$ cat src/rtl/hazard_unit_mc.sv
// Pipeline hazard unit: operand forwarding, load-use stall, branch flush and a
// multi-cycle (MUL/DIV) stall FSM. Define HAZARD_PERF_EN to build the perf counters.
module hazard_unit_mc #(
    parameter int unsigned REG_AW = 5,
    parameter int unsigned MC_LAT = 4,
    parameter int unsigned CNT_W  = 32
) (
    input  logic              clk,
    input  logic              rst_n,
    input  logic [REG_AW-1:0] rs1_D,
    input  logic [REG_AW-1:0] rs2_D,
    input  logic [REG_AW-1:0] rs1_E,
    input  logic [REG_AW-1:0] rs2_E,
    input  logic [REG_AW-1:0] rd_E,
    input  logic [REG_AW-1:0] rd_M,
    input  logic [REG_AW-1:0] rd_W,
    input  logic              regwrite_M,
    input  logic              regwrite_W,
    input  logic              memtoreg_E,
    input  logic              mc_start_E,
    input  logic              branch_taken_E,
    input  logic              perf_clr,
    output logic              StallF,
    output logic              StallD,
    output logic              StallE,
    output logic              FlushD,
    output logic              FlushE,
    output logic              FlushM,
    output logic [1:0]        ForwardAE,
    output logic [1:0]        ForwardBE,
    output logic              mc_busy,
    output logic              mc_done,
    output logic [CNT_W-1:0]  stall_cnt,
    output logic [CNT_W-1:0]  flush_cnt
);

    typedef enum logic [1:0] {
        IDLE = 2'd0,
        BUSY = 2'd1,
        DONE = 2'd2
    } mc_state_t;

    localparam logic [7:0] MC_LOAD = 8'(MC_LAT - 1);

    mc_state_t  state_q, state_d;
    logic [7:0] cnt_q, cnt_d;
    logic       lu;
    logic       mc_stall;
    logic       br_flush;

    always_comb begin
        ForwardAE = 2'b00;
        if (regwrite_M && (rd_M != '0) && (rd_M == rs1_E))
            ForwardAE = 2'b10;
        else if (regwrite_W && (rd_W != '0) && (rd_W == rs1_E))
            ForwardAE = 2'b01;
    end

    always_comb begin
        ForwardBE = 2'b00;
        if (regwrite_M && (rd_M != '0) && (rd_M == rs2_E))
            ForwardBE = 2'b10;
        else if (regwrite_W && (rd_W != '0) && (rd_W == rs2_E))
            ForwardBE = 2'b01;
    end

    always_ff @(posedge clk or negedge rst_n) begin
        if (!rst_n) begin
            state_q <= IDLE;
            cnt_q   <= '0;
        end else begin
            state_q <= state_d;
            cnt_q   <= cnt_d;
        end
    end

    always_comb begin
        state_d = state_q;
        cnt_d   = cnt_q;
        unique case (state_q)
            IDLE: begin
                if (mc_start_E) begin
                    state_d = BUSY;
                    cnt_d   = MC_LOAD;
                end
            end
            BUSY: begin
                if (cnt_q == 8'd1)
                    state_d = DONE;
                else
                    cnt_d = cnt_q - 8'd1;
            end
            DONE:    state_d = IDLE;
            default: state_d = IDLE;
        endcase
    end

    // All hazard controls are gated by rst_n so that an asserted reset drops
    // them in the same cycle, even while mc_start_E or a load-use is present.
    always_comb begin
        lu       = rst_n && memtoreg_E && (rd_E != '0) &&
                   ((rd_E == rs1_D) || (rd_E == rs2_D));
        mc_stall = rst_n && (((state_q == IDLE) && mc_start_E) || (state_q == BUSY));
        br_flush = rst_n && branch_taken_E && !mc_stall;

        StallF  = mc_stall || (lu && !br_flush);
        StallD  = mc_stall || (lu && !br_flush);
        StallE  = mc_stall;
        FlushM  = mc_stall;
        FlushD  = br_flush;
        FlushE  = !mc_stall && (lu || br_flush);
        mc_busy = rst_n && (state_q == BUSY);
        mc_done = rst_n && (state_q == DONE);
    end

`ifdef HAZARD_PERF_EN
    logic [CNT_W-1:0] stall_q;
    logic [CNT_W-1:0] flush_q;

    always_ff @(posedge clk or negedge rst_n) begin
        if (!rst_n) begin
            stall_q <= '0;
            flush_q <= '0;
        end else if (perf_clr) begin
            stall_q <= '0;
            flush_q <= '0;
        end else begin
            if (StallF && (stall_q != '1))
                stall_q <= stall_q + CNT_W'(1);
            if ((FlushD || FlushE) && (flush_q != '1))
                flush_q <= flush_q + CNT_W'(1);
        end
    end

    assign stall_cnt = stall_q;
    assign flush_cnt = flush_q;
`else
    logic unused_perf_clr;

    assign unused_perf_clr = perf_clr;
    assign stall_cnt       = '0;
    assign flush_cnt       = '0;
`endif

endmodule

$ cat config.mk
export PLATFORM = sky130hd
export DESIGN_NAME = hazard_unit_mc
export DESIGN_NICKNAME = d
export VERILOG_FILES = /design/src/rtl/hazard_unit_mc.sv
export SDC_FILE = /design/constraint.sdc
export NUM_CORES = 1
export LEC_CHECK = 0
export ABC_CLOCK_PERIOD_IN_PS = 2300
export CELL_PAD_IN_SITES_DETAIL_PLACEMENT = 1
export CELL_PAD_IN_SITES_GLOBAL_PLACEMENT = 1
export CORE_ASPECT_RATIO = 1.1
export CORE_MARGIN = 8
export CORE_UTILIZATION = 23
export CTS_BUF_LIST = sky130_fd_sc_hd__clkbuf_2 sky130_fd_sc_hd__clkbuf_4 sky130_fd_sc_hd__clkbuf_8
export DETAILED_ROUTE_END_ITERATION = 8
export PLACE_DENSITY_LB_ADDON = 0.12
export SYNTH_ARGS = -nofsm -noshare
export SYNTH_HDL_FRONTEND = slang
export SYNTH_SLANG_ARGS = --single-unit
$ cat constraint.sdc
create_clock -name clk -period 2.3 [get_ports clk]
set_input_delay 0.575 -clock clk [delete_from_list [all_inputs] [get_ports clk]]
set_output_delay 0.575 -clock clk [all_outputs]
set_load 0.005 [all_outputs]
==> flow_metrics.env <==
export IMPL_status="complete, but fails checks"
export IMPL_violations="setup timing"
export IMPL_ioPinCount=119
export IMPL_ir_drop_mv=0.396
export IMPL_viasPerCell=3.80
export IMPL_vias=1324
export IMPL_multi_input_area_mm2=0.00110
export IMPL_fin_worst_skew_ns=0.000622
export IMPL_p_seq_share_pct=25.1
export IMPL_dr_first_iter_drc_count=18
export IMPL_track_usage_pct=10.0
export IMPL_p_switching_uw=532
export IMPL_maxCapViolations=0
export IMPL_synth_distinct_cells=38
export IMPL_path_buf_inv=3
export IMPL_cp_max_fo=2
export IMPL_totalWireLength_um=5070
export IMPL_endpoint_kind="output port"
export IMPL_fp_dieW_um=93.1
export IMPL_crit_required_ns=1.73
export IMPL_clk_latency_ns=0.24
export IMPL_pwr_share_comb_pct=57.0
export IMPL_min_period_ns=2.43
export IMPL_grt_pass1_vias=1418
export IMPL_place_hpwl_um=4380
export IMPL_yosysWarnings=0
export IMPL_final_cells=348
export IMPL_synth_seq_cells=10
export IMPL_p_total_uw=1280
export IMPL_clock_sinks=10
export IMPL_slew_viol_final=0
export IMPL_post_route_period_util_pct=106
export IMPL_finalSetupViolations=3
export IMPL_grt_overflow_total=0
export IMPL_cts_buffer_depth=2
export IMPL_post_drt_wl_per_cell_um=14.6
export IMPL_root_buffer="clkbuf_8"
export IMPL_gp_congestion=0.774
export IMPL_area_growth_pct=49.8
export IMPL_drive_gt1_share_pct=34.6
export IMPL_initial_core_util_pct=23.2
export IMPL_start_kind="primary input"
export IMPL_io_buffer_count=53
export IMPL_switching_share_pct=41.5
export IMPL_path_clk_slew_ns=0.05
export IMPL_critical_path_top_delay_family="simple AND/OR/NAND/NOR gates"
export IMPL_clkPwrFrac_pct=17.9
export IMPL_fin_nets=312
export IMPL_crit_top_cell="buf_6"
export IMPL_final_seq_area_um2=250
export IMPL_crit_type="in2out"
export IMPL_ys_seq_area_share_pct=16.6
export IMPL_p_per_area_mw_per_mm2=570
export IMPL_netlist_area_mm2=0.00150
export IMPL_p_int_uw=750
export IMPL_postSynthAreaPerCell_um2=8.40
export IMPL_htreeDepth=1
export IMPL_slowest_delay_ns=0.53
export IMPL_crit_slowest_cell="or4_4"
export IMPL_num_rows=31
export IMPL_cp_cell_sequence="buf_6 > or4_4 > o21ai_4 > buf_6 > nor4_4 > nor4_2 > buf_2"
export IMPL_core_area_mm2=0.00648
export IMPL_fin_ws_ns=-0.128
export IMPL_die_h_um=101
export IMPL_fin_setup_tns_ns=-0.309
export IMPL_firstDrtPassIters=3
export IMPL_drc=0
export IMPL_rsz0062_at_grt="yes"
export IMPL_finalHoldViolCount=0
export IMPL_die_area_mm2=0.00939
export IMPL_p_leak_uw=0.00111
export IMPL_grt_max_degree=8
export IMPL_cts_tree="built"
export IMPL_hp_class="in2async"
export IMPL_syn_inst=179
export IMPL_nFillCells=813
export IMPL_antenna_found_initial=0
export IMPL_diodes=0
export IMPL_dpl_cell_count=335
export IMPL_cts_buffers=3
export IMPL_fmax_mhz=412
export IMPL_grt_pass1_wl_um=7490
export IMPL_critPathArrivalTime_ns=1.85
export IMPL_ant_nets=0
## final timing paths
path	slack [ns]	end	cells past startpoint	start
min	0.37	state_q[0]	2	rst_n
max in group asynchronous	1.78	cnt_q[7]	2	rst_n
min in group clk	0.55	cnt_q[6]	2	cnt_q[6]
min reg2reg	0.55	cnt_q[6]	2	cnt_q[6]
max reg2reg	0.53	cnt_q[3]	5	cnt_q[0]
max	-0.13	ForwardAE[0]	7	rd_M[3]
## power groups by stage
stage	clock, µW	combinational [µW]	sequential, µW
floorplan	0	493	312
global placement	0	701	325
detailed placement	0	702	325
CTS	237	733	323
global route	247	817	336
finish	230	731	322
## cells in the mapped netlist
cell	count	area (µm²)
buf_4	66	495
xor2_1	24	210
dfrtp_1	10	250
nor2_1	9	33.8
xnor2_1	8	70.1
inv_1	5	18.8
nor3_1	5	25.0
or4_1	5	37.5
nand2b_1	4	25.0
a21oi_1	3	15.0
a2111oi_2	2	30.0
a31oi_1	2	12.5
ha_1	2	25.0
mux2i_1	2	20.0
nand2_1	2	7.51
nand3_1	2	10.0
nand4_1	2	12.5
nor2b_1	2	12.5
nor4_1	2	12.5
nor4_2	2	25.0
o211ai_1	2	15.0
o31ai_1	2	15.0
a22oi_1	1	7.51
a31o_2	1	8.76
and2_1	1	6.26
and3_1	1	6.26
and4_1	1	8.76
conb_1	1	3.75
nor3b_1	1	7.51
nor3b_2	1	12.5
o2111ai_1	1	8.76
o21ai_0	1	5.00
o21ai_1	1	5.00
o21ai_2	1	8.76
o21bai_1	1	7.51
or2_2	1	6.26
or3_4	1	11.3
or4_4	1	11.3
## logic make-up (layout without fill, tap and decap cells)
kind of cell	Yosys count	in the layout	share of synthesized area, %
compound gates	18	18	9.23
fa+ha+maj	2	2	1.66
buf+inv	71	95	34.2
other cells	1	64	0.249
xor+xnor	32	32	18.6
mux	2	2	1.33
simple gates	43	43	18.1
flops	10	10	16.6
## cell type report
cell class	instances	share of cell area (%)
timing repair buffer	86	32.2
inverter	5	0.833
tap	82	4.56
multi-input combinational	161	48.9
sequential	10	11.1
clock buffer	4	2.44
## cell usage in the layout (no fill, tap or decap), types with 3 or more instances in the layout
cell type and n:
xor2_1 22, conb_1 64, xnor2_1 6, a21oi_1 3, dfrtp_1 10, nand2b_1 4, clkbuf_8 4, nor3_1 3
buf_8 3, inv_1 5, buf_2 13, buf_6 13, clkdlybuf4s15_1 4, nor2_1 9, clkdlybuf4s50_1 4, dlygate4sd2_1 17
or4_4 4, buf_4 29
## per-stage QoR
stage          hold slack [ns]  util, %  cell area [µm²]  setup WS, ns
3_5_place_dp             0.547     31.8             2060        -0.915
5_1_grt                  0.389     34.8             2250        -0.193
4_1_cts                  0.393     34.4             2230        -0.159
2_1_floorplan            0.279        -             1740         0.126
3_3_place_gp             0.530     31.8             2060        -0.898
6_report                 0.372     34.8             2250        -0.128
## layer usage
metal | track usage, % | up-vias | part of all wire, %
met4 | 2.23 | 0 | 0.49
met2 | 17.4 | 67 | 48
met1 | 11.7 | 607 | 43
li1 | - | 646 | -
met5 | 0 | - | 0
met3 | 2.98 | 4 | 8.9
## repair_timing
item                                   in CTS  in global routing
resized for setup                         168                 10
hold buffers                                0                  0
setup endpoints to repair                  12                  9
pin swaps                                  25                 12
setup buffers                               9                  1
endpoints found under the hold margin       0                  0
## flip-flops by register name, summed over array words and instances, names as in the netlist
register and count:
cnt_q 8, state_q 2
(Power assumes the default switching activity.)
